$ cat src/rtl/alu_mul_seq_if.sv
// Handshake and result bus between the control unit and the sequential multiplier.
interface alu_mul_seq_if #(
  parameter int WIDTH = 32
);
  logic             start;
  logic [WIDTH-1:0] multiplicand;
  logic [WIDTH-1:0] multiplier;
  logic             busy;
  logic             done;
  logic [WIDTH-1:0] hi;
  logic [WIDTH-1:0] lo;

  modport master (output start, multiplicand, multiplier,
                  input  busy, done, hi, lo);
  modport slave  (input  start, multiplicand, multiplier,
                  output busy, done, hi, lo);
endinterface

$ cat src/rtl/alu_mul_seq.sv
// Radix-2 Booth signed multiplier, one step per clock, WIDTH x WIDTH -> 2*WIDTH.
// hi/lo update only on the final step and hold until the next completion.
module alu_mul_seq #(
  parameter int WIDTH = 32,
  parameter int CNT_W = 6
) (
  input  logic          clock,
  input  logic          clear_n,
  alu_mul_seq_if.slave  bus
);

  typedef enum logic {IDLE, RUN} state_t;

  state_t           state, state_nx;
  logic             accept, last;
  logic [CNT_W-1:0] cnt;
  logic [WIDTH-1:0] m;
  logic [WIDTH:0]   a;
  logic [WIDTH-1:0] q;
  logic             qm1;
  logic             done_r;
  logic [WIDTH-1:0] hi_r, lo_r;

  logic [WIDTH:0]   m_ext, a_sum, a_sh;
  logic [WIDTH-1:0] q_sh;

  // FSM state register
  always_ff @(posedge clock or negedge clear_n) begin
    if (!clear_n) state <= IDLE;
    else          state <= state_nx;
  end

  always_comb begin
    state_nx = state;
    accept   = 1'b0;
    last     = 1'b0;
    case (state)
      IDLE: if (bus.start) begin
        accept   = 1'b1;
        state_nx = RUN;
      end
      RUN: if (cnt == CNT_W'(WIDTH-1)) begin
        last     = 1'b1;
        state_nx = IDLE;
      end
      default: state_nx = IDLE;
    endcase
  end

  // Booth add/sub on the WIDTH+1-bit accumulator, then arithmetic shift of {A,Q,q_m1}.
  // The extra A bit keeps M = -2**(WIDTH-1) from overflowing.
  always_comb begin
    m_ext = {m[WIDTH-1], m};
    case ({q[0], qm1})
      2'b01:   a_sum = a + m_ext;
      2'b10:   a_sum = a - m_ext;
      default: a_sum = a;
    endcase
    a_sh = {a_sum[WIDTH], a_sum[WIDTH:1]};
    q_sh = {a_sum[0], q[WIDTH-1:1]};
  end

  always_ff @(posedge clock or negedge clear_n) begin
    if (!clear_n) begin
      m      <= '0;
      a      <= '0;
      q      <= '0;
      qm1    <= 1'b0;
      cnt    <= '0;
      done_r <= 1'b0;
      hi_r   <= '0;
      lo_r   <= '0;
    end else begin
      done_r <= last;
      if (accept) begin
        m   <= bus.multiplicand;
        a   <= '0;
        q   <= bus.multiplier;
        qm1 <= 1'b0;
        cnt <= '0;
      end else if (state == RUN) begin
        a   <= a_sh;
        q   <= q_sh;
        qm1 <= q[0];
        cnt <= cnt + CNT_W'(1);
        if (last) begin
          hi_r <= a_sh[WIDTH-1:0];
          lo_r <= q_sh;
        end
      end
    end
  end

  assign bus.busy = (state == RUN);
  assign bus.done = done_r;
  assign bus.hi   = hi_r;
  assign bus.lo   = lo_r;

endmodule

$ cat src/flat_wrapper.sv
// flat-port wrapper written by rule: the top's interface ports become plain ports
module alu_mul_seq_flat 
#(
  parameter int WIDTH = 32,
  parameter int CNT_W = 6
)
  (clock, clear_n, bus_start, bus_multiplicand, bus_multiplier, bus_busy, bus_done, bus_hi, bus_lo);
  alu_mul_seq_if #(.WIDTH(WIDTH)) bus_i ();
  input  logic clock;
  input  logic clear_n;
  input wire logic [$bits(bus_i.start)-1:0] bus_start;
  input wire logic [$bits(bus_i.multiplicand)-1:0] bus_multiplicand;
  input wire logic [$bits(bus_i.multiplier)-1:0] bus_multiplier;
  output wire logic [$bits(bus_i.busy)-1:0] bus_busy;
  output wire logic [$bits(bus_i.done)-1:0] bus_done;
  output wire logic [$bits(bus_i.hi)-1:0] bus_hi;
  output wire logic [$bits(bus_i.lo)-1:0] bus_lo;
  assign bus_i.start = bus_start;
  assign bus_i.multiplicand = bus_multiplicand;
  assign bus_i.multiplier = bus_multiplier;
  assign bus_busy = bus_i.busy;
  assign bus_done = bus_i.done;
  assign bus_hi = bus_i.hi;
  assign bus_lo = bus_i.lo;
  alu_mul_seq #(.WIDTH(WIDTH), .CNT_W(CNT_W)) u_core (.clock(clock), .clear_n(clear_n), .bus(bus_i));
endmodule
$ cat config.mk
export PLATFORM = sky130hd
export DESIGN_NAME = alu_mul_seq_flat
export DESIGN_NICKNAME = d
export VERILOG_FILES = /design/src/rtl/alu_mul_seq_if.sv /design/src/rtl/alu_mul_seq.sv /design/src/flat_wrapper.sv
export SDC_FILE = /design/constraint.sdc
export NUM_CORES = 1
export LEC_CHECK = 0
export BUFFER_PORTS_ARGS = -buffer_cell sky130_fd_sc_hd__buf_2
export CAP_MARGIN = 10
export CORE_ASPECT_RATIO = 1.25
export CORE_MARGIN = 1.5
export CORE_UTILIZATION = 50
export DETAILED_ROUTE_END_ITERATION = 8
export PLACE_DENSITY = 0.76
export SLEW_MARGIN = 30
export SYNTH_ARGS = -nofsm -noshare
export SYNTH_HDL_FRONTEND = slang
export SYNTH_SLANG_ARGS = --single-unit
$ cat constraint.sdc
create_clock -name clock -period 5.2 [get_ports clock]
set_input_delay 0 -clock clock [delete_from_list [all_inputs] [get_ports clock]]
set_output_delay 0 -clock clock [all_outputs]
set_load 0.02 [all_outputs]
==> results of run 1 <==
[flip-flops by register name (all words and copies together) (netlist names)]
| register | cells |
|---|---|
| u_core.bus.hi | 32 |
| u_core.m | 32 |
| u_core.bus.busy | 1 |
| u_core.q | 32 |
| u_core.qm1 | 1 |
| u_core.a | 32 |
| u_core.cnt | 6 |
| u_core.bus.lo | 32 |
| u_core.bus.done | 1 |
[path summary, 6_finish.rpt]
check | start | end | slack (ns)
worst max-delay path | u_core.m[7] | u_core.a[31] | 0.60
worst min-delay path | clear_n | u_core.q[26] | 0.13
worst max register to register | u_core.m[7] | u_core.a[31] | 0.60
worst min register to register | u_core.bus.lo[6] | u_core.bus.lo[6] | 0.47
max in group asynchronous | clear_n | u_core.a[18] | 3.87
min in group clock | bus_multiplicand[12] | u_core.m[12] | 0.29
[per-stage QoR]
| step | instances | worst slack [ns] | instance area, µm² | power, mW | util, % |
|---|---|---|---|---|---|
| global route | 1484 | 0.295 | 11500 | 10.1 | 62.9 |
| CTS | 1484 | 0.606 | 11500 | 9.29 | 62.9 |
| global placement | 1387 | 0.709 | 10200 | 7.84 | 56.0 |
| finish | 1484 | 0.605 | 11500 | 9.32 | 62.9 |
| floorplan | 1072 | 1.03 | 9390 | 6.60 | - |
| detailed placement | 1387 | 0.630 | 10200 | 7.94 | 56.0 |
[synthesized netlist by cell type (7+ instances only)]
| cell type | instances | area share, % |
|---|---|---|
| inv_1 | 13 | 0.52 |
| dfrtp_1 | 169 | 45 |
| or3_1 | 9 | 0.60 |
| mux2i_1 | 35 | 3.7 |
| a22o_1 | 15 | 1.4 |
| o211ai_1 | 7 | 0.56 |
| a21oi_1 | 52 | 2.8 |
| o21ai_0 | 89 | 4.7 |
| o21a_1 | 7 | 0.56 |
| nand2_1 | 301 | 12 |
| a21o_1 | 13 | 1.0 |
| nand2b_1 | 11 | 0.73 |
| a211oi_1 | 9 | 0.72 |
| nand3_1 | 17 | 0.91 |
| clkbuf_1 | 46 | 1.8 |
| mux2_2 | 16 | 1.9 |
| and3_1 | 8 | 0.53 |
| xnor2_1 | 40 | 3.7 |
| nor2_1 | 51 | 2.0 |
| a31oi_1 | 12 | 0.80 |
| nor2b_1 | 9 | 0.60 |
| ha_1 | 35 | 4.7 |
| nor3_1 | 18 | 0.96 |
| xor2_1 | 12 | 1.1 |
[worst max-delay path, cell delays in order (launching register included)]
cell and delay [ns]:
dfrtp_1 0.43, or4_4 0.57, or2_2 0.33, or3_1 0.40, nor3_2 0.19, nand2_1 0.15, nor4_1 0.27, a21oi_1 0.14
xnor2_1 0.23, ha_1 0.36, a21oi_1 0.21, nor2b_1 0.09, a2111o_1 0.40, or3_1 0.37, nand4_2 0.13, o21ai_0 0.07
nor2b_1 0.16
[what timing repair did]
action,4_1_cts,5_1_grt
endpoints found under the hold margin,136,0
hold buffers,65,0
resized for setup,0,0
[cell usage in the layout (no fill, tap or decap), drive strengths merged, types with 12 or more instances in the layout]
| cell type | synthesis | layout |
|---|---|---|
| nand2 | 301 | 301 |
| dfrtp | 169 | 169 |
| buf | 11 | 144 |
| o21ai | 91 | 91 |
| dlygate4sd3 | 0 | 65 |
| a21oi | 52 | 52 |
| nor2 | 51 | 51 |
| xnor2 | 40 | 40 |
| mux2i | 35 | 35 |
| ha | 35 | 35 |
| inv | 14 | 20 |
| nor3 | 19 | 19 |
| nand3 | 17 | 17 |
| clkbuf | 46 | 17 |
| mux2 | 16 | 16 |
| a22o | 15 | 15 |
| a21o | 13 | 13 |
| a31oi | 12 | 12 |
| xor2 | 12 | 12 |
| nand2b | 12 | 12 |
[area by class of cell]
class,count,area [µm²]
clock inverters,15,179
multi-input cells,832,4890
well taps,228,285
inverters,14,53.8
repair buffers,209,1410
fillers,1564,6760
clock buffers,17,425
flip-flops and latches,169,4230
[power groups by stage]
stage                     clock network, mW  registers, mW  logic [mW]
after global placement                    0           2.44        5.39
final                                  1.28           2.45        5.59
after detailed placement                  0           2.45        5.48
after global routing                   1.35           2.53        6.24
after floorplan                           0           2.56        4.04
after CTS                              1.30           2.44        5.55
[metal layers]
layer	vias up	GRT usage [%]	part of all wire (%)
met5	-	0	0
met4	0	8.71	2.1
met3	38	4.17	5.2
met2	222	40.9	47
met1	3819	33.1	45
li1	4037	-	-
[logic make-up after synthesis]
family / count (synthesis) / share of synthesized area, %
DFF: 169 / 45.0
AOI/OAI and AO/OA: 234 / 15.4
and+or+nand+nor: 459 / 21.3
buffers and inverters: 71 / 2.92
xor gates and xnor gates: 52 / 4.85
muxes: 51 / 5.65
adders and majority gates: 36 / 4.88
==> flow_summary.ini, run 1 <==
[status]
status = complete, no violations

[logic_synthesis]
ys_types = 61
synth_edf_count = 0
syn_avg_cell_area_um2 = 8.76
async_flop_share_pct = 100
synth_ff_type = dfrtp_1
yosys_register_bits = 169
synth_nets = 1175
postSynthCellCount = 1072
syn-cell-area_um2 = 9390
ys_seq_area_share_pct = 45.0
yosysWarnings = 0

[global_routing]
track_usage_pct = 24.8
grt_pass1_vias = 7894
overflow = 0
grt_max_degree = 75
grt_pass1_wl_um = 39200
antenna_found_initial = 0

[run]
drv_cap = 0

[sta]
setup_tns_ns = 0
worst_pin_slew_ns = 0.765
hold_viol = 0
final_max_slew_viol_count = 0
setup_viol = 0
grt_setup_unrepaired = no
post-route-period-util_pct = 88.4
fin_skew_ns = 0.0117
hold_slack_ns = 0.132
fin_crit_ns = 4.60
max_clock_freq_mhz = 218
relSlewSlack_pct = 49.0

[placed_design]
dp.final_hpwl_um = 15900
portBuffers = 132
gp_congestion = 0.923

[clocking]
cts.sinks = 169
clk_path_buf_depth = 2
cts_tree = done
clk_latency_ns = 0.44
postCtsSetupRepairBufs = 0
numCtsBuffers = 17
cts.clk_slew.worst_paths_ns = 0.08
clockRootBuffer = clkbuf_16
cts_max_level = 4

[worst_setup_path]
worstPathArrival_ns = 4.92
endpoint_kind = flip-flop
crit_type = reg -> reg
r2r_cells = 16
required_ns = 5.52
critPathMaxFanout = 8
crit_path_start_kind = flip-flop

[worst_hold_path]
min_path_type = in -> async

[pwr]
comb_power_share_pct = 60.0
clkPwrFrac_pct = 13.7
p_switching_mw = 4.41
switching_share_pct = 47.3
vdd_drop_max_mv = 0.297
p_seq_share_pct = 26.3
power-per-cell-area_nw_per_um2 = 812
p_leak_nw = 5.76
p_int_mw = 4.91

[route]
via_per_inst = 5.47
totalWireLength_um = 23700
drc = 0
wl_per_cell_um = 16.0
dr.pass1.iters = 5
vias = 8116
ant_nets = 0
first_iter_violations = 476

[floorplan]
dieArea_um2 = 19600
die_w_um = 126
num_rows = 55
core_area_um2 = 18200
io_pins = 133
start_util_pct = 51.5
die_h_um = 156

[cells_and_area]
fin_nets = 1346
drive_gt1_share_pct = 16.8
insertedDiodeCount = 0
areaGrowthSynthToFinish_pct = 22.2
Power figures use the tool's default switching activity.
==> run 2: changes to the inputs <==
BUFFER_PORTS_ARGS = -buffer_cell sky130_fd_sc_hd__buf_4   (was -buffer_cell sky130_fd_sc_hd__buf_2)
==> run 2 against run 1 <==
  * First-iteration DRC count increased by 16%
  * Sequential power is essentially flat
  * Worst setup slack got worse by 0.050 ns
  * Worst hold slack better by 0.074 ns
  * Routed wire length is 0.67% higher
  * Combinational power grew 2%
  * Global-route usage increased by 0.41 points
  * Power up 1.5%
  * Largest cell class unchanged
  * Largest power group unchanged
==> flow_summary.ini, run 2 (synthesized netlist as in run 1, its figures left out) <==
[floorplan]
num_rows = 55
die_h_um = 156
io_pins = 133
die_w_um = 126
start_util_pct = 51.5
dieArea_um2 = 19600
core_area_um2 = 18200

[pwr]
p_switching_mw = 4.43
comb_power_share_pct = 60.3
switching_share_pct = 46.9
p_seq_share_pct = 26.2
p_int_mw = 5.03
p_leak_nw = 5.83
vdd_drop_max_mv = 0.334
power-per-cell-area_nw_per_um2 = 803
clkPwrFrac_pct = 13.5

[clocking]
clockRootBuffer = clkbuf_16
clk_path_buf_depth = 2
clk_latency_ns = 0.44
postCtsSetupRepairBufs = 0
numCtsBuffers = 17
cts.clk_slew.worst_paths_ns = 0.08
cts.sinks = 169
cts_tree = done
cts_max_level = 4

[global_routing]
track_usage_pct = 25.2
grt_pass1_wl_um = 39900
antenna_found_initial = 0
overflow = 0
grt_max_degree = 110
grt_pass1_vias = 7963

[worst_setup_path]
required_ns = 5.49
worstPathArrival_ns = 4.93
critPathMaxFanout = 8
crit_type = reg -> reg
crit_path_start_kind = flip-flop
endpoint_kind = flip-flop

[sta]
fin_crit_ns = 4.65
worst_pin_slew_ns = 0.805
max_clock_freq_mhz = 215
post-route-period-util_pct = 89.3
grt_setup_unrepaired = no
setup_tns_ns = 0
hold_viol = 0
hold_slack_ns = 0.206
relSlewSlack_pct = 46.3
setup_viol = 0
final_max_slew_viol_count = 0
fin_skew_ns = 0.0123

[worst_hold_path]
min_path_type = in -> async

[route]
first_iter_violations = 553
drc = 0
wl_per_cell_um = 16.1
via_per_inst = 5.50
totalWireLength_um = 23800
vias = 8156
ant_nets = 0
dr.pass1.iters = 5

[cells_and_area]
fin_area_um2 = 11800
fin_nets = 1344
most-common-layout-cells = nand2_1, dfrtp_1, buf_4
mostFrequentLayoutCell = nand2_1
insertedDiodeCount = 0
drive_gt1_share_pct = 16.7
areaGrowthSynthToFinish_pct = 25.5

[placed_design]
gp_congestion = 0.919
portBuffers = 132
placed_cell_area_um2 = 10500
dp.final_hpwl_um = 15800

[run]
drv_cap = 0

[status]
status = complete, no violations
-- run 2: cell types whose count changed in the layout (fill, tap and decap cells not counted), sizes merged --
cell	before	now
clkinvlp	2	0
buf	144	142
clkinv	7	8
inv	20	21
-- run 2: layout make-up --
cell class	count	area (µm²)
Clock inverter	15	173
Tap cell	228	285
Clock buffer	17	425
Fill cell	1515	6450
Inverter	14	53.8
Multi-Input combinational cell	832	4890
Sequential cell	169	4230
Timing Repair Buffer	207	1720
-- run 2: timing repair --
item,in CTS,in global routing
hold endpoints to repair,172,0
gates resized for setup,0,0
hold buffers,65,0
-- run 2: worst paths after layout --
check,start,endpoint,slack [ns],cells after the start
setup / recovery,u_core.m[7],u_core.bus.hi[31],0.55,16
hold / removal,clear_n,u_core.bus.lo[26],0.21,2
setup reg to reg,u_core.m[7],u_core.bus.hi[31],0.55,16
hold reg to reg,u_core.bus.lo[6],u_core.bus.lo[6],0.48,2
max in group asynchronous,clear_n,u_core.bus.hi[17],3.67,3
min in group clock,bus_start,u_core.q[12],0.21,3
-- run 2: metrics by stage --
stage / utilization, % / power (mW) / setup WS (ns) / std cells
3_5_place_dp: 57.8 / 8.06 / 0.612 / 1385
5_1_grt: 64.6 / 10.3 / 0.264 / 1482
3_3_place_gp: 57.7 / 7.96 / 0.711 / 1385
2_1_floorplan: - / 6.60 / 1.03 / 1072
4_1_cts: 64.6 / 9.43 / 0.568 / 1482
6_report: 64.6 / 9.46 / 0.555 / 1482
-- run 2: power groups by stage --
stage	Combinational, mW	Sequential [mW]	Clock (mW)
final	5.70	2.48	1.27
after global routing	6.35	2.57	1.36
after CTS	5.66	2.47	1.30
after detailed placement	5.59	2.48	0
after global placement	5.49	2.47	0
after floorplan	4.04	2.56	0
-- run 2: critical path, stage by stage, from the launching register on --
cell and delay (ns):
dfrtp_1 0.44, or4_4 0.57, or2_2 0.33, or3_1 0.41, nor3_2 0.19, nand2_1 0.14, nor4_1 0.29, a21oi_1 0.14
xnor2_1 0.21, ha_1 0.35, a21oi_1 0.21, nor2b_1 0.08, a2111o_1 0.41, or3_1 0.37, nand4_2 0.13, xnor2_1 0.13
o21ai_1 0.07
-- run 2: metal layers --
| metal | wire, µm | vias up | global-route usage [%] |
|---|---|---|---|
| met1 | 10900 | 3899 | 33.7 |
| met3 | 989 | 22 | 3.97 |
| met5 | 0 | - | 0 |
| li1 | - | 4038 | - |
| met4 | 301 | 0 | 7.95 |
| met2 | 11700 | 197 | 42.1 |
